===== config.mk =====
export PLATFORM = sky130hd
export DESIGN_NAME = sl_rx_core
export DESIGN_NICKNAME = d
export VERILOG_FILES = /design/src/rtl/sl_pkg.sv /design/src/rtl/sl_rx_fifo.sv /design/src/rtl/sl_rx_core.sv
export SDC_FILE = /design/constraint.sdc
export NUM_CORES = 1
export LEC_CHECK = 0
export ABC_AREA = 1
export ABC_CLOCK_PERIOD_IN_PS = 3290
export BUFFER_PORTS_ARGS = -buffer_cell sky130_fd_sc_hd__buf_4
export CELL_PAD_IN_SITES_DETAIL_PLACEMENT = 0
export CELL_PAD_IN_SITES_GLOBAL_PLACEMENT = 1
export CORE_MARGIN = 4
export CORE_UTILIZATION = 43
export CTS_CLUSTER_DIAMETER = 30
export CTS_CLUSTER_SIZE = 40
export DETAILED_ROUTE_END_ITERATION = 7
export PLACE_DENSITY_LB_ADDON = 0.25
export SYNTH_ARGS = -nofsm -noshare
export SYNTH_HDL_FRONTEND = slang
export SYNTH_SLANG_ARGS = --single-unit

===== constraint.sdc =====
create_clock -name clk -period 3.29 [get_ports clk]
set_input_delay 0.329 -clock clk [delete_from_list [all_inputs] [get_ports clk]]
set_output_delay 0.329 -clock clk [all_outputs]
set_load 0.02 [all_outputs]

===== src/rtl/sl_pkg.sv =====
`default_nettype none
// ============================================================================
// Module      : sl_pkg
// Description : Shared definitions for the SL line receiver: FSM state
//               encoding, rx_err bit positions and the per-word status
//               record carried through the receive FIFO alongside the data.
// Revision    : 1.0 - initial release
// ============================================================================
package sl_pkg;

    // Receiver FSM states (explicit 3-bit encoding)
    typedef logic [2:0] sl_state_t;
    localparam sl_state_t c_ST_IDLE = 3'd0;
    localparam sl_state_t c_ST_LOW0 = 3'd1;
    localparam sl_state_t c_ST_LOW1 = 3'd2;
    localparam sl_state_t c_ST_WAIT = 3'd3;
    localparam sl_state_t c_ST_STOP = 3'd4;
    localparam sl_state_t c_ST_PUSH = 3'd5;

    // Bit positions inside rx_err
    localparam int c_ERR_LEN   = 3;
    localparam int c_ERR_PAR   = 2;
    localparam int c_ERR_FREQ  = 1;
    localparam int c_ERR_FRAME = 0;

    localparam int c_ERR_W = 4;
    localparam int c_LEN_W = 6;

    // Status half of a FIFO entry. The data field width follows the
    // MAX_BITS parameter of the receiver, so the full entry is
    // {sl_status_t, data[MAX_BITS-1:0]}, assembled in the receiver.
    typedef struct packed {
        logic [c_ERR_W-1:0] err;
        logic [c_LEN_W-1:0] len;
    } sl_status_t;

endpackage
`default_nettype wire


===== src/rtl/sl_rx_fifo.sv =====
`default_nettype none
// ============================================================================
// Module      : sl_rx_fifo
// Description : Synchronous FIFO with a registered head entry. A push into
//               an empty FIFO lands straight in the head register, so the
//               entry is visible the cycle after the push. A push while full
//               is accepted only if the head is popped in the same cycle;
//               otherwise it is dropped and o_drop pulses.
// Ports       : clk, rst            - clock, synchronous active-high reset
//               i_push, i_data      - write side
//               o_drop              - push refused because FIFO was full
//               o_valid, i_ready    - head handshake (pop = valid & ready)
//               o_data              - head entry, stable until popped
// Revision    : 1.0 - initial release
// ============================================================================
module sl_rx_fifo #(
    parameter int WIDTH = 8,
    parameter int DEPTH = 4      // power of two, 2 or more
) (
    input  logic             clk,
    input  logic             rst,
    input  logic             i_push,
    input  logic [WIDTH-1:0] i_data,
    output logic             o_drop,
    output logic             o_valid,
    input  logic             i_ready,
    output logic [WIDTH-1:0] o_data
);

    localparam int c_AW = $clog2(DEPTH);
    localparam int c_CW = c_AW + 1;

    // Entries behind the head. The head register holds one entry, so the
    // backing store never holds more than DEPTH-1.
    logic [WIDTH-1:0] r_mem [DEPTH];
    logic [c_AW-1:0]  r_rd_ptr;
    logic [c_AW-1:0]  r_wr_ptr;
    logic [c_CW-1:0]  r_mem_cnt;
    logic [WIDTH-1:0] r_head;
    logic             r_head_vld;

    logic w_pop;
    logic w_full;
    logic w_accept;
    logic w_head_free;
    logic w_mem_rd;
    logic w_bypass;
    logic w_mem_wr;

    assign w_pop       = r_head_vld & i_ready;
    assign w_full      = r_head_vld & (r_mem_cnt == c_CW'(DEPTH - 1));
    assign w_accept    = i_push & (~w_full | w_pop);
    assign w_head_free = ~r_head_vld | w_pop;
    assign w_mem_rd    = w_head_free & (r_mem_cnt != '0);
    assign w_bypass    = w_head_free & (r_mem_cnt == '0) & w_accept;
    assign w_mem_wr    = w_accept & ~w_bypass;

    assign o_drop  = i_push & ~w_accept;
    assign o_valid = r_head_vld;
    assign o_data  = r_head;

    always_ff @(posedge clk) begin
        if (rst) begin
            r_head     <= '0;
            r_head_vld <= 1'b0;
            r_rd_ptr   <= '0;
            r_wr_ptr   <= '0;
            r_mem_cnt  <= '0;
        end else begin
            if (w_mem_rd) begin
                r_head   <= r_mem[r_rd_ptr];
                r_rd_ptr <= r_rd_ptr + 1'b1;
            end else if (w_bypass) begin
                r_head <= i_data;
            end
            if (w_head_free) begin
                r_head_vld <= w_mem_rd | w_bypass;
            end
            if (w_mem_wr) begin
                r_wr_ptr <= r_wr_ptr + 1'b1;
            end
            r_mem_cnt <= r_mem_cnt + c_CW'(w_mem_wr) - c_CW'(w_mem_rd);
        end
    end

    // Storage needs no reset: occupancy is tracked by the pointers/count.
    always_ff @(posedge clk) begin
        if (w_mem_wr) begin
            r_mem[r_wr_ptr] <= i_data;
        end
    end

endmodule
`default_nettype wire


===== src/rtl/sl_rx_core.sv =====
`default_nettype none
// ============================================================================
// Module      : sl_rx_core
// Description : Two-wire SL serial line receiver. Each wire is synchronised
//               and glitch filtered; low pulses on sl0/sl1 carry data 0/1,
//               a joint low is a stop. Words are assembled LSB first, checked
//               for length, odd parity, pulse timing and framing, and queued
//               with their status in a small FIFO drained by ready/valid.
// Ports       : clk, reset                - clock, sync active-high reset
//               sl0, sl1                  - asynchronous line, active low
//               cfg_word_len, cfg_parity_en - word checks, sampled at push
//               rx_valid/rx_ready         - FIFO head handshake
//               rx_data, rx_len, rx_err   - head entry contents
//               ovf, ovf_clr              - sticky drop flag and its clear
// Options     : SL_RX_TIMEOUT_EN - abort a word that sees no line edge for
//               TIMEOUT cycles; it is queued with the frame error set.
// Revision    : 1.0 - initial release
// ============================================================================
module sl_rx_core
    import sl_pkg::*;
#(
    parameter int MAX_BITS   = 32,   // at most 61 so counters fit 6 bits
    parameter int MIN_BITS   = 8,
    parameter int FILT_LEN   = 3,
    parameter int PULSE_MIN  = 12,
    parameter int PULSE_MAX  = 20,
    parameter int FIFO_DEPTH = 4,
    parameter int TIMEOUT    = 256
) (
    input  logic                clk,
    input  logic                reset,
    input  logic                sl0,
    input  logic                sl1,
    input  logic [5:0]          cfg_word_len,
    input  logic                cfg_parity_en,
    output logic                rx_valid,
    input  logic                rx_ready,
    output logic [MAX_BITS-1:0] rx_data,
    output logic [5:0]          rx_len,
    output logic [3:0]          rx_err,
    output logic                ovf,
    input  logic                ovf_clr
);

    localparam int         c_FCNT_W   = $clog2(FILT_LEN + 1);
    localparam int         c_PCNT_W   = $clog2(PULSE_MAX + 2);
    localparam int         c_ENTRY_W  = c_ERR_W + c_LEN_W + MAX_BITS;
    localparam logic [c_PCNT_W-1:0] c_PCNT_SAT = c_PCNT_W'(PULSE_MAX + 1);
    localparam logic [5:0] c_BCNT_SAT = 6'(MAX_BITS + 2);
    localparam logic [5:0] c_LEN_SAT  = 6'(MAX_BITS + 1);

    // ------------------------------------------------------------------
    // Input conditioning: 2-flop synchroniser + FILT_LEN sample filter.
    // Index 0 is sl0, index 1 is sl1; 1 means the wire is high.
    // ------------------------------------------------------------------
    logic [1:0] w_raw;
    logic [1:0] w_filt;

    assign w_raw = {sl1, sl0};

    for (genvar gi = 0; gi < 2; gi++) begin : g_cond
        logic                r_meta;
        logic                r_sync;
        logic                r_filt;
        logic [c_FCNT_W-1:0] r_fcnt;

        always_ff @(posedge clk) begin
            if (reset) begin
                r_meta <= 1'b1;
                r_sync <= 1'b1;
                r_filt <= 1'b1;
                r_fcnt <= '0;
            end else begin
                r_meta <= w_raw[gi];
                r_sync <= r_meta;
                // Flip only after FILT_LEN consecutive differing samples
                if (r_sync != r_filt) begin
                    if (r_fcnt == c_FCNT_W'(FILT_LEN - 1)) begin
                        r_filt <= r_sync;
                        r_fcnt <= '0;
                    end else begin
                        r_fcnt <= r_fcnt + 1'b1;
                    end
                end else begin
                    r_fcnt <= '0;
                end
            end
        end

        assign w_filt[gi] = r_filt;
    end

    logic w_f0;
    logic w_f1;
    assign w_f0 = w_filt[0];
    assign w_f1 = w_filt[1];

    // ------------------------------------------------------------------
    // FSM
    // ------------------------------------------------------------------
    sl_state_t r_state;
    sl_state_t w_edge_nxt;      // next state from line activity alone
    sl_state_t w_state_nxt;
    logic      w_timeout;
    logic      w_in_word;

    logic [5:0]          r_bit_cnt;
    logic [MAX_BITS-1:0] r_shreg;
    logic                r_ones;       // running XOR of every bit received
    logic                r_err_freq;
    logic                r_err_frame;
    logic [c_PCNT_W-1:0] r_pcnt;

    assign w_in_word = (r_state == c_ST_LOW0) || (r_state == c_ST_LOW1) ||
                       (r_state == c_ST_WAIT);

    always_ff @(posedge clk) begin
        if (reset) begin
            r_state <= c_ST_IDLE;
        end else begin
            r_state <= w_state_nxt;
        end
    end

    always_comb begin
        w_edge_nxt = r_state;
        case (r_state)
            c_ST_IDLE, c_ST_WAIT: begin
                if (!w_f0 && !w_f1) begin
                    w_edge_nxt = c_ST_STOP;
                end else if (!w_f0) begin
                    w_edge_nxt = c_ST_LOW0;
                end else if (!w_f1) begin
                    w_edge_nxt = c_ST_LOW1;
                end
            end
            c_ST_LOW0: begin
                if (w_f0) begin
                    w_edge_nxt = c_ST_WAIT;
                end else if (!w_f1) begin
                    w_edge_nxt = c_ST_STOP;
                end
            end
            c_ST_LOW1: begin
                if (w_f1) begin
                    w_edge_nxt = c_ST_WAIT;
                end else if (!w_f0) begin
                    w_edge_nxt = c_ST_STOP;
                end
            end
            c_ST_STOP: begin
                // A stop that closes no bits is not a word
                if (w_f0 && w_f1) begin
                    w_edge_nxt = (r_bit_cnt == '0) ? c_ST_IDLE : c_ST_PUSH;
                end
            end
            default: begin
                w_edge_nxt = c_ST_IDLE;
            end
        endcase
    end

    assign w_state_nxt = w_timeout ? c_ST_PUSH : w_edge_nxt;

`ifdef SL_RX_TIMEOUT_EN
    localparam int c_TO_W = $clog2(TIMEOUT + 1);
    logic [c_TO_W-1:0] r_to_cnt;

    // Every filtered edge inside a word changes state, so "no state change"
    // is the same as "no edge".
    always_ff @(posedge clk) begin
        if (reset || !w_in_word || (w_edge_nxt != r_state)) begin
            r_to_cnt <= '0;
        end else begin
            r_to_cnt <= r_to_cnt + 1'b1;
        end
    end

    assign w_timeout = w_in_word && (w_edge_nxt == r_state) &&
                       (r_to_cnt == c_TO_W'(TIMEOUT - 1));
`else
    assign w_timeout = 1'b0;
`endif

    // ------------------------------------------------------------------
    // Pulse length counter: restarts at 1 on entry to a low state, so at
    // the rise it holds the filtered low length (saturating).
    // ------------------------------------------------------------------
    logic w_enter_low;
    logic w_in_low;

    assign w_enter_low = (w_state_nxt != r_state) &&
                         ((w_state_nxt == c_ST_LOW0) || (w_state_nxt == c_ST_LOW1) ||
                          (w_state_nxt == c_ST_STOP));
    assign w_in_low    = (r_state == c_ST_LOW0) || (r_state == c_ST_LOW1) ||
                         (r_state == c_ST_STOP);

    always_ff @(posedge clk) begin
        if (reset) begin
            r_pcnt <= '0;
        end else if (w_enter_low) begin
            r_pcnt <= c_PCNT_W'(1);
        end else if (w_in_low && (r_pcnt != c_PCNT_SAT)) begin
            r_pcnt <= r_pcnt + 1'b1;
        end
    end

    // ------------------------------------------------------------------
    // Word assembly
    // ------------------------------------------------------------------
    logic                w_rise;
    logic                w_bit;
    logic                w_frame;
    logic                w_stop_end;
    logic                w_pulse_bad;
    logic [MAX_BITS-1:0] w_bit_mask;

    assign w_rise      = ((r_state == c_ST_LOW0) && w_f0) ||
                         ((r_state == c_ST_LOW1) && w_f1);
    assign w_bit       = (r_state == c_ST_LOW1);
    assign w_frame     = ((r_state == c_ST_LOW0) || (r_state == c_ST_LOW1)) &&
                         (w_edge_nxt == c_ST_STOP);
    assign w_stop_end  = (r_state == c_ST_STOP) && w_f0 && w_f1;
    assign w_pulse_bad = (r_pcnt < c_PCNT_W'(PULSE_MIN)) ||
                         (r_pcnt > c_PCNT_W'(PULSE_MAX));
    // Shifting past MAX_BITS yields zero, so extra bits are not stored
    assign w_bit_mask  = {{(MAX_BITS-1){1'b0}}, 1'b1} << r_bit_cnt;

    // Word state is cleared while idle and held through PUSH
    always_ff @(posedge clk) begin
        if (reset || (r_state == c_ST_IDLE)) begin
            r_bit_cnt   <= '0;
            r_shreg     <= '0;
            r_ones      <= 1'b0;
            r_err_freq  <= 1'b0;
            r_err_frame <= 1'b0;
        end else begin
            if (w_rise) begin
                r_ones  <= r_ones ^ w_bit;
                r_shreg <= r_shreg | ({MAX_BITS{w_bit}} & w_bit_mask);
                if (r_bit_cnt != c_BCNT_SAT) begin
                    r_bit_cnt <= r_bit_cnt + 6'd1;
                end
                if (w_pulse_bad) begin
                    r_err_freq <= 1'b1;
                end
            end
            if (w_stop_end && w_pulse_bad) begin
                r_err_freq <= 1'b1;
            end
            if (w_frame || w_timeout) begin
                r_err_frame <= 1'b1;
            end
        end
    end

    // ------------------------------------------------------------------
    // Entry build (only meaningful in PUSH, where cfg_* are sampled)
    // ------------------------------------------------------------------
    sl_status_t          w_status;
    logic [5:0]          w_data_bits;
    logic [MAX_BITS-1:0] w_keep;

    always_comb begin
        w_status    = '0;
        w_data_bits = r_bit_cnt;
        if (cfg_parity_en && (r_bit_cnt != '0)) begin
            w_data_bits = r_bit_cnt - 6'd1;
        end
        w_status.len = (w_data_bits > c_LEN_SAT) ? c_LEN_SAT : w_data_bits;
        w_status.err[c_ERR_LEN] = (w_data_bits < 6'(MIN_BITS)) ||
                                  (w_data_bits > 6'(MAX_BITS)) ||
                                  ((cfg_word_len != '0) && (w_data_bits != cfg_word_len));
        // Odd parity: data plus parity bit must hold an odd number of ones
        w_status.err[c_ERR_PAR]   = cfg_parity_en && !r_ones;
        w_status.err[c_ERR_FREQ]  = r_err_freq;
        w_status.err[c_ERR_FRAME] = r_err_frame;
        // Clears the stored parity bit; all ones once data fills the word
        w_keep = ~({MAX_BITS{1'b1}} << w_data_bits);
    end

    // ------------------------------------------------------------------
    // FIFO and overflow flag
    // ------------------------------------------------------------------
    logic                 w_push;
    logic                 w_drop;
    logic [c_ENTRY_W-1:0] w_head;

    assign w_push = (r_state == c_ST_PUSH);

    sl_rx_fifo #(
        .WIDTH (c_ENTRY_W),
        .DEPTH (FIFO_DEPTH)
    ) u_fifo (
        .clk     (clk),
        .rst     (reset),
        .i_push  (w_push),
        .i_data  ({w_status, r_shreg & w_keep}),
        .o_drop  (w_drop),
        .o_valid (rx_valid),
        .i_ready (rx_ready),
        .o_data  (w_head)
    );

    assign {rx_err, rx_len, rx_data} = w_head;

    logic r_ovf;

    // A new drop wins over a clear in the same cycle
    always_ff @(posedge clk) begin
        if (reset) begin
            r_ovf <= 1'b0;
        end else if (w_drop) begin
            r_ovf <= 1'b1;
        end else if (ovf_clr) begin
            r_ovf <= 1'b0;
        end
    end

    assign ovf = r_ovf;

endmodule
`default_nettype wire


======== Yosys cells after proc, flatten, opt, wreduce, memory -nomap -nowiden ========
Memory sizes are Yosys's and may differ from the RTL's. A register that Yosys moved wholly into a read port is not among the register bits.
Index checks and enable logic that the tools add are counted.
word-level totals
  bits in writable memories ............... 168
  output and inout port bits .............. 44
  register bits after elaboration ......... 110
  memories ................................ 1
  word-level logic and storage cells ...... 147
memory list
  memory        words  bits a word  rd ports  clocked after memory_dff  write ports  RTL line          RTL
  u_fifo.r_mem  4      42           1         1                         1            sl_rx_fifo.sv:35  logic [WIDTH-1:0] r_mem [DEPTH];
operators by class
  add/sub/neg operators ................... 9
  equality and inequality tests ........... 17
  bitwise gates (word level) .............. 22
  magnitude comparators ................... 5
  shifts and indexed selects .............. 2
  reductions and logical operators ........ 44
  multiplexer cells ....................... 25
operators with widths
  kind                   number
  $mux 42                2
  $and 32x32->32         2
  $not 32->32            1
  $or 32x32->32          1
  $shl 1x6->32 const A   1
  $shl 32x6->32 const A  1
  $mux 3                 9
  $logic_and 1x1->1      13
  $eq 3x2->1 const B     4
  $gt 6x6->1 const B     2
  $mux 6                 2
  $pmux 3 s4             1
  $reduce_bool 6->1      2
  $reduce_bool 2->1      5
  $eq 3x3->1 const B     3
  $logic_or 1x1->1       9
  $mux 1                 9
  $add 2x1->2 const B    4
  $and 1x1->1            8
  $reduce_and 2->1       4
  $add 6x1->6 const B    1
  $eq 3x1->1 const B     2
  $logic_not 3->1        2
  $logic_not 6->1        1
  other kinds (21)       35

======== Depth between registers and ports, before layout ========
Gate-level depths: netlist (run 1).
  depth after elaboration ................. 10
  mapped depth ............................ 16
  gate-level depth less buffers ........... 16

======== Hierarchy ========
Synthesis (run 1) repeated with hierarchy kept, for this count alone.
unflattened totals
  cell total of the unflattened synthesis .. 1607
  area total of the unflattened synthesis .. 13228.9 um2
modules (own cells, without submodules)
  module      times used  area an instance (um2)  cells each
  sl_rx_fifo  1           9829.4                  1094
  sl_rx_core  1           3399.5                  513

======== Worst setup path before layout (run 1) ========
No wires, ideal clock.
  path type ............................... register to register
  start point ............................. register r_state[2]
  end point ............................... memory u_fifo.r_mem[0][0] in the netlist's numbering, enable pin
  stages on the path, launching flop included .. 7
  arrival ................................. 2.799 ns
  setup time .............................. 0.441 ns
  setup slack ............................. 0.049 ns
  buffers on the path ..................... 0
  cell sequence ........................... dfxtp_1 inv_1 nor2_1 nand2_1 nor2_1 inv_1 nor2_1
between the ends
  word-level cells in the longest chain between the ends .. 7
RTL lines
  item                              RTL line           RTL
  from (decl)                       sl_rx_core.sv:101  sl_state_t r_state;
  from (signal assigned)            sl_rx_core.sv:119  r_state <= c_ST_IDLE;
  from (signal assigned)            sl_rx_core.sv:121  r_state <= w_state_nxt;
  $eq 3x3->1 (*)                    sl_rx_core.sv:289  assign w_push = (r_state == c_ST_PUSH);
  $and 1x1->1 (*)                   sl_rx_fifo.sv:52   assign w_accept = i_push & (~w_full | w_pop);
  $and 1x1->1                       sl_rx_fifo.sv:55   assign w_bypass = w_head_free & (r_mem_cnt == '0) & w_accept;
  $not 1->1                         sl_rx_fifo.sv:56   assign w_mem_wr = w_accept & ~w_bypass;
  $and 1x1->1 (*)                   sl_rx_fifo.sv:56
  net u_fifo.w_mem_wr               sl_rx_fifo.sv:48   logic w_mem_wr;
  $mux 1 (*)                        sl_rx_fifo.sv:88   if (w_mem_wr) begin
  $mux 1 (implied by the code) (*)  sl_rx_fifo.sv:89   r_mem[r_wr_ptr] <= i_data;
  to (decl)                         sl_rx_fifo.sv:35
The timed path passes the listed nets; every way through them passes the cells marked *.

======== Worst setup path in the final report (run 1) ========
  start point ............................. register r_bit_cnt[0]
  end point ............................... register u_fifo.r_head[34], in the netlist u_fifo.o_data[34]
between the ends
  word-level cells in the longest chain between the ends .. 7
  elaborated cells on any way between the ends .. 8
  classes of those cells .................. 1 x add/sub; 1 x order compare; 4 x mux; 2 x reduce/logical
RTL lines
  item                                                 RTL line           RTL
  from (decl)                                          sl_rx_core.sv:107  logic [5:0] r_bit_cnt;
  from (signal assigned)                               sl_rx_core.sv:242  r_bit_cnt <= r_bit_cnt + 6'd1;
  branches (longest 2 deep; another with $sub 6x1->6)  n/a
  $mux 6 (*)                                           sl_rx_core.sv:267  if (cfg_parity_en && (r_bit_cnt != '0)) begin
  $gt 6x6->1                                           sl_rx_core.sv:270  w_status.len = (w_data_bits > c_LEN_SAT) ? c_LEN_SAT : w_data_bits;
  $mux 6 (*)                                           sl_rx_core.sv:270
  net u_fifo.i_data[34]                                sl_rx_fifo.sv:23   input logic [WIDTH-1:0] i_data,
  $mux 42 (*)                                          sl_rx_fifo.sv:73   end else if (w_bypass) begin
  $mux 42 (*)                                          sl_rx_fifo.sv:70   if (w_mem_rd) begin
  to (signal assigned)                                 sl_rx_fifo.sv:71   r_head <= r_mem[r_rd_ptr];
  to (signal assigned)                                 sl_rx_fifo.sv:74   r_head <= i_data;
  to (decl)                                            sl_rx_fifo.sv:39   logic [WIDTH-1:0] r_head;
Mark *: on every way through the listed nets, which the timed path passes. The select of a mux whose other input is x is not followed.
A chain may end at the register's enable or synchronous reset.

==> results.toml, run 1 <==
[outcome]
status = "finished clean"

[pwr]
netSwitchingFraction_pct = 34.1
seq_power_share_pct = 29.3
combPwrFrac_pct = 28.4
p_int_uw = 9610
power-per-cell-area_mw_per_mm2 = 977
ir_drop_v = 0.000821
p_switching_uw = 4970
clockPowerShare_pct = 42.3
leakagePower_uw = 0.00575

[floorplan]
die_area_mm2 = 0.0304
rows = 60
dieWidth_um = 174
start_util_pct = 43.9
die_y_um = 174
pin_count = 57
coreArea_mm2 = 0.0271

[finish]
final_common_cell = "nor2_1"
synthToLayoutAreaGrowth_pct = 25.4
final_cell_mix = "198 x nor2_1, 168 x edfxtp_1, 142 x nand2_1"
stdcell_count = 1740
diodes = 0
drive_above_1_share_pct = 17.6
nNetsFinal = 1348
nFillCells = 2361

[synthesis]
syn_area_per_cell_um2 = 9.59
async_flop_share_pct = 0
synth_mux_area_share_pct = 0
synth_compound_area_share_pct = 14.6
yosysWarnings = 0
syn_nets = 1274
synthesis.instances = 1242
synth-seq-area-share_pct = 61.2
synthXorXnorAreaFrac_pct = 0.441
synth-adder-area-share_pct = 2.06
yosysUniqueCellTypes = 41
synth_ff_type = "edfxtp_1"
ys_seq_elements = 280
synth_top_family_by_area = "simple AND/OR/NAND/NOR gates"
synth_edf_count = 168
synthesis.area_mm2 = 0.0119
yosys.area_share.simple_pct = 15.6

[drt]
vias = 9025
drc = 0
drt_iter0_markers = 691
drt-pass1-iter-count = 5
routed_via_density = 5.19
ant_nets = 0
wl_per_cell_um = 17.5
wl_um = 30500

[clocking]
path_clk_slew_ns = 0.04
cts_resized = 0
h-tree-depth = 2
cts.sinks = 280
cts_tree = "built"
clock_latency_ns = 0.57
clockRootBuffer = "clkbuf_16"
ctsHoldBuffers = 2
clock_path_buffers = 3
post-cts-setup-buffer-count = 0
cts_buffers = 60

[placed_design]
io_buffers = 56
dpl.hpwl_um = 18400
place.gp.congestion = 0.900
dp.cells = 1624

[run]
max_cap_viol_count = 0

[sta]
hold_violations = 0
worst_pin_slew_ns = 0.967
fin_crit_ns = 2.55
setup_viol = 0
fmax_mhz = 392
drv_slew = 0
fin_setup_tns_ns = 0
slew_headroom_pct = 35.4
post-route-period-util_pct = 77.6
rsz0062_at_grt = "no"
clock_skew_ns = 0.0230

[worst_setup_path]
cp.required_ns = 3.77
cp.arrival_ns = 3.03
worst_setup_path_end_kind = "flop"
cp_max_fo = 8
start_kind = "flop"
rr_worst_depth = 15
path_class = "flop to flop"

[min_path]
holdCritPathClass = "input port to flop"
whs_path_depth = 4

[global_route]
grt_max_degree = 85
grtUsageTotal_pct = 19.8
antenna_found_initial = 0
grt_pass1_wl_um = 48600
grt_remaining_overflow = 0
grt_pass1_vias = 8707
[synth_stat cells (6+ instances only)]
| cell | instances | share of area (%) |
|---|---|---|
| a31oi_1 | 27 | 1.4 |
| nand4_1 | 12 | 0.63 |
| nand3_1 | 30 | 1.3 |
| clkbuf_1 | 42 | 1.3 |
| inv_2 | 14 | 0.44 |
| o21ai_1 | 20 | 0.84 |
| dfxtp_1 | 112 | 19 |
| inv_1 | 101 | 3.2 |
| buf_2 | 6 | 0.25 |
| a21oi_1 | 117 | 4.9 |
| o21ai_0 | 125 | 5.3 |
| ha_1 | 18 | 1.9 |
| nand2_1 | 142 | 4.5 |
| nor3_1 | 7 | 0.29 |
| buf_1 | 13 | 0.41 |
| o22ai_1 | 21 | 1.1 |
| nand2_2 | 11 | 0.58 |
| edfxtp_1 | 168 | 42 |
| nor2_1 | 203 | 6.4 |
[stage by stage]
step	utilization, %	hold slack (ns)	area, um^2	power [uW]	setup slack [ns]
after global placement	47.1	0.394	12800	8460	0.796
after floorplan	-	0.389	11900	7110	0.0491
after global routing	55.1	0.0388	14900	15400	0.500
after detailed placement	47.1	0.398	12800	8480	0.729
after CTS	55.1	0.0123	14900	14700	0.718
final	55.1	0.0371	14900	14600	0.737
[cell type report]
cell class,instances,area (um^2),area share (%)
sequential,280,7290,48.8
multi-input combinational,779,3950,26.4
clock buffer,82,1700,11.4
timing repair buffer,76,638,4.27
tap,372,465,3.12
inverter,119,453,3.03
clock inverter,32,442,2.96
[sequential cells by signal, indices dropped and copies added, names as in the netlist, 2 cells and up, named ones only]
name / count
g_cond.r_fcnt: 4
r_shreg: 32
u_fifo.o_data: 42
u_fifo.r_mem_cnt: 3
g_cond.r_sync: 2
g_cond.r_filt: 2
r_state: 3
r_bit_cnt: 6
r_pcnt: 5
u_fifo.r_mem: 168
u_fifo.r_rd_ptr: 2
g_cond.r_meta: 2
u_fifo.r_wr_ptr: 2
[power groups by stage]
stage	Combinational [uW]	Clock, uW	Sequential (uW)
after floorplan	2530	0	4590
after global placement	4130	0	4330
after detailed placement	4150	0	4330
after CTS	4180	6270	4270
after global routing	4600	6470	4320
final	4140	6170	4270
[cell families (layout without fill, tap and decap cells)]
| logic type | after synthesis | after routing |
|---|---|---|
| and+or+nand+nor | 432 | 432 |
| AOI/OAI and AO/OA | 322 | 322 |
| DFF | 280 | 280 |
| buffers and inverters | 183 | 309 |
| adders and majority gates | 19 | 19 |
| xor gates and xnor gates | 6 | 6 |
[per-layer routing]
metal	track usage [%]	up-vias	part of all wire, %	wire [um]
met5	0	-	0	0
met4	5.87	0	2.3	714
met3	3.55	51	5.0	1530
met2	32.7	255	47	14500
met1	26.9	4306	45	13800
li1	-	4413	-	-
[final timing paths]
| kind | start | endpoint | slack [ns] |
|---|---|---|---|
| setup reg to reg | r_bit_cnt[0] | u_fifo.o_data[34] | 0.74 |
| hold reg to reg | g_cond[0].r_meta | g_cond[0].r_sync | 0.41 |
| hold / removal | ovf_clr | ovf | 0.04 |
| setup / recovery | r_bit_cnt[0] | u_fifo.o_data[34] | 0.74 |
[worst max-delay path, stage by stage, from the launching register on]
cell	delay [ns]
dfxtp_1	0.42
inv_1	0.18
ha_1	0.31
ha_1	0.29
inv_1	0.04
nand3_1	0.10
nand2_2	0.13
inv_2	0.12
nand2_1	0.08
inv_2	0.08
nand2_2	0.06
nand2_2	0.08
inv_2	0.05
nor2_2	0.26
o21ai_1	0.12
a21oi_1	0.15
Note: power is estimated with default switching activity, not from simulation.
==> inputs of run 2 (changes only) <==
ABC_CLOCK_PERIOD_IN_PS = 2200   (was 3290)
clock period = 2.2 ns   (was 3.29 ns; I/O delays follow)
==> results.toml, run 2 (synthesis results as in run 1) <==
[outcome]
status = "finished clean"

[finish]
synthToLayoutAreaGrowth_pct = 30.3
drive_above_1_share_pct = 22.6
seqCellArea_mm2 = 0.00729
final_cell_mix = "188 x nor2_1, 168 x edfxtp_1, 134 x nand2_1"
top_register = "u_fifo.r_mem"
nFillCells = 2355
nNetsFinal = 1403
largest_reg_flops = 168
final_common_cell = "nor2_1"
diodes = 0
design_area_mm2 = 0.0155
fin_util_pct = 57.3
multi_input_area_mm2 = 0.00419
stdcell_count = 1795

[sta]
post-route-period-util_pct = 96.2
fmax_mhz = 472
worst_pin_slew_ns = 0.462
hold_violations = 0
drv_slew = 0
fin_crit_ns = 2.12
clock_skew_ns = 0.0319
holdWs_ns = 0.0316
slew_headroom_pct = 69.2
setup_viol = 0
rsz0062_at_grt = "yes"

[drt]
drt_iter0_markers = 809
drt-pass1-iter-count = 5
drc = 0
wl_um = 32000
ant_nets = 0
routed_via_density = 5.16
wl_per_cell_um = 17.8
vias = 9265

[worst_setup_path]
rr_worst_depth = 12
cp_max_fo = 7
path_class = "flop to flop"
crit-reg2reg-launch = "r_bit_cnt[0]"
worst_setup_path_end_kind = "flop"
r2r-end = "u_fifo.o_data[21]"
ff2ff_setup_slack_ns = 0.08
cp.required_ns = 2.71
cp.arrival_ns = 2.63
start_kind = "flop"

[global_route]
grt_pass1_wl_um = 49900
grt_remaining_overflow = 0
grt_max_degree = 85
grt_use_met1_pct = 27.7
grtUsageTotal_pct = 20.6
grt_use_met3_pct = 3.91
grt_pass1_vias = 8980
grt_busiest_layer = "met2"
grtUsageMet2_pct = 33.9
antenna_found_initial = 0

[placed_design]
dp.cells = 1670
place.gp.congestion = 0.904
io_buffers = 56
post_dp_cell_area_mm2 = 0.0132
dpl.hpwl_um = 19600

[pwr]
leakagePower_uw = 0.00604
power-per-cell-area_mw_per_mm2 = 1410
p_total_uw = 21900
ir_drop_v = 0.000798

[clocking]
clock_path_buffers = 3
path_clk_slew_ns = 0.05
cts.sinks = 280
cts_buffers = 61
h-tree-depth = 2
cts_tree = "built"
clockRootBuffer = "clkbuf_16"
clock_latency_ns = 0.59

[floorplan]
start_util_pct = 43.9
die_area_mm2 = 0.0304
pin_count = 57
die_y_um = 174
coreArea_mm2 = 0.0271
dieWidth_um = 174
rows = 60

[min_path]
holdCritPathClass = "input port to flop"
hold_start = "rx_ready"
hold_end = "u_fifo.o_valid"
whs_path_depth = 4

[run]
max_cap_viol_count = 0
==> run 2: cell count changes in the layout (fill, tap and decap cells not counted), sizes merged <==
cell / previous run / this run
clkinvlp: 9 / 7
inv: 124 / 118
clkinv: 10 / 26
bufinv: 8 / 4
dlygate4sd3: 2 / 7
clkbuf: 82 / 79
buf: 74 / 123
==> run 2: report_power, final <==
group	switching (uW)	total, uW	internal [uW]
Combinational	4580	6970	2390
Clock	2830	8560	5730
Sequential	332	6410	6080
Total	7740	21900	14200
==> run 2: metal layers <==
metal | routed length (um) | part of all wire, % | vias to the layer above
met5 | 0 | 0 | -
met3 | 2020 | 6.3 | 63
met2 | 15200 | 48 | 291
li1 | - | - | 4516
met1 | 13900 | 44 | 4395
met4 | 815 | 2.5 | 0
==> run 2: layout make-up <==
cell class / instances / share of cell area [%]
inverters: 119 / 2.98
repair buffers: 130 / 7.15
flip-flops and latches: 280 / 47.0
multi-input cells: 779 / 27.0
clock inverters: 36 / 2.23
well taps: 372 / 3.00
clock buffers: 79 / 10.7
==> run 2: worst max-delay path, stage by stage (launching register included) <==
cell,delay [ns]
dfxtp_1,0.34
inv_2,0.06
ha_4,0.16
ha_1,0.26
inv_1,0.07
nand3_2,0.10
nand2_4,0.14
inv_4,0.06
o21ai_1,0.14
inv_2,0.08
a211oi_2,0.42
nand2_1,0.09
a21oi_1,0.13
==> run 2: what timing repair did <==
action | 4_1_cts | 5_1_grt
hold buffers | 7 | 0
buffers inserted | 0 | 3
gates cloned | 0 | 0
hold endpoints to repair | 10 | 0
pin swaps | 0 | 12
resized for setup | 1 | 63
setup endpoints to repair | 6 | 118
==> run 2: worst max path at each step <==
stage	endpoint	cells after the start	from
2_1_floorplan	u_fifo.r_mem[0][0]	6	r_state[2]
3_3_place_gp	u_fifo.r_mem[3][4]	12	r_bit_cnt[0]
3_5_place_dp	u_fifo.r_mem[3][4]	12	r_bit_cnt[0]
4_1_cts	u_fifo.o_data[9]	13	r_bit_cnt[0]
5_1_grt	u_fifo.o_data[20]	14	r_bit_cnt[1]
6_report	u_fifo.o_data[21]	12	r_bit_cnt[0]
==> run 2: per-stage QoR <==
stage	setup TNS, ns	worst slack (ns)
global route	-0.0285	-0.0176
CTS	-0.0153	-0.0153
finish	0	0.0826
global placement	-0.383	-0.0807
detailed placement	-0.526	-0.108
floorplan	-62.61	-0.373
==> inputs of run 3 (changes only) <==
ABC_CLOCK_PERIOD_IN_PS = 2000   (was 2200)
CORE_UTILIZATION = 45   (was 43)
clock period = 2 ns   (was 2.2 ns; I/O delays follow)
==> results.toml, run 3 (synthesis results as in run 1) <==
[worst_setup_path]
rr_worst_depth = 13
cp_max_fo = 7
crit-reg2reg-launch = "r_bit_cnt[0]"
crit_start = "r_bit_cnt[0]"
crit_end = "u_fifo.o_data[27]"
path_class = "flop to flop"
r2r-end = "u_fifo.o_data[27]"
cp.arrival_ns = 2.54
cp.required_ns = 2.47
worst_setup_path_end_kind = "flop"
ff2ff_setup_slack_ns = -0.07
start_kind = "flop"

[min_path]
holdCritPathClass = "input port to flop"
hold_start = "rx_ready"

[drt]
vias = 9508
wl_per_cell_um = 17.4
ant_nets = 0
wl_met2_um = 15300
drc = 0
top_layer = "met4"
met3WireLength_um = 1590
drt_iter0_markers = 652
wl_um = 31500
routed_via_density = 5.25
drt-pass1-iter-count = 5
met1_length_um = 13700

[placed_design]
io_buffers = 56
place.gp.congestion = 0.903
dp.cells = 1671
dpl.hpwl_um = 19400

[sta]
worst_slack_ns = -0.0702
rsz0062_at_grt = "yes"
post-route-period-util_pct = 104
setup_viol = 27
fmax_mhz = 483
drv_slew = 0
holdWs_ns = 0.0969
worst_pin_slew_ns = 0.400
clock_skew_ns = 0.0169
fin_crit_ns = 2.07
slew_headroom_pct = 73.3
hold_violations = 0
fin_setup_tns_ns = -0.421

[floorplan]
dieWidth_um = 171
die_area_mm2 = 0.0291
die_y_um = 171
start_util_pct = 45.7
pin_count = 57
coreArea_mm2 = 0.0261
rows = 59

[finish]
stdcell_count = 1812
largest_reg_flops = 168
nNetsFinal = 1460
top_register = "u_fifo.r_mem"
final_common_cell = "nor2_1"
synthToLayoutAreaGrowth_pct = 37.5
seqCellArea_mm2 = 0.00730
multi_input_area_mm2 = 0.00446
final_cell_mix = "181 x nor2_1, 168 x edfxtp_1, 159 x buf_4"
fin_util_pct = 62.8
drive_above_1_share_pct = 30.3
nFillCells = 2085
diodes = 0

[outcome]
status = "finished, violations left"
violations = "negative setup slack"

[pwr]
leakagePower_uw = 0.00645
ir_drop_v = 0.00139
power-per-cell-area_mw_per_mm2 = 1540

[clocking]
clock_path_buffers = 3
clockRootBuffer = "clkbuf_16"
cts.sinks = 280
clock_latency_ns = 0.55
cts_tree = "built"
path_clk_slew_ns = 0.05
h-tree-depth = 2
cts_buffers = 58

[run]
max_cap_viol_count = 0

[global_route]
antenna_found_initial = 0
grt_pass1_vias = 9185
grt_max_degree = 67
grt_pass1_wl_um = 48800
grtUsageTotal_pct = 21.1
grt_remaining_overflow = 0
==> run 3: timing repair <==
item                                    CTS  global route
hold buffers                              6             0
buffers inserted                          5            21
endpoints found under the hold margin    10             0
gates resized for setup                  38           108
pin swaps                                 9            45
endpoints found under the setup margin  110           147
==> run 3: worst min path at each step <==
| stage | cells past startpoint | slack (ns) | endpoint |
|---|---|---|---|
| detailed placement | 2 | 0.39 | g_cond[0].r_meta |
| global placement | 2 | 0.39 | g_cond[0].r_meta |
| finish | 4 | 0.1 | u_fifo.o_valid |
| CTS | 4 | 0.05 | u_fifo.o_valid |
| floorplan | 1 | 0.30 | g_cond[0].r_meta |
| global route | 4 | 0.11 | u_fifo.o_valid |
==> run 3: final cells by class <==
cell class / count / share of cell area (%)
Sequential cell: 280 / 44.6
Timing Repair Buffer: 190 / 10.2
Clock buffer: 73 / 9.97
Multi-Input combinational cell: 779 / 27.3
Tap cell: 335 / 2.56
Inverter: 119 / 2.97
Clock inverter: 36 / 2.45
==> run 3: report_power, final <==
part / internal, uW / switching [uW]
clock network: 6560 / 3090
logic: 3160 / 5340
registers: 6690 / 371
total: 16400 / 8790
==> run 3: worst max-delay path: stages (launching register included) <==
cell and delay [ns]:
dfxtp_2 0.32, inv_2 0.07, ha_4 0.19, nand2_4 0.07
nor2_4 0.13, nand4_1 0.14, nand2_2 0.16, clkinv_4 0.12
nand2_8 0.11, nand2_8 0.10, buf_6 0.13, nor3_4 0.22
o21ai_1 0.09, a21oi_1 0.15
==> run 3: through the flow <==
| step | setup WS, ns | total power [uW] | cell area [um^2] |
|---|---|---|---|
| after floorplan | 0.00758 | 11800 | 12000 |
| after global placement | -0.169 | 14700 | 13500 |
| after detailed placement | -0.179 | 14700 | 13500 |
| after CTS | -0.00130 | 24700 | 15800 |
| after global routing | -0.137 | 26500 | 16400 |
| final | -0.0702 | 25200 | 16400 |
==> run 3: layer usage <==
metal  vias to the layer above  global-route usage, %
met5                         -                      0
met4                         0                   6.84
met3                        57                   3.54
met2                       252                   35.4
met1                      4546                   28.0
li1                       4653                      -
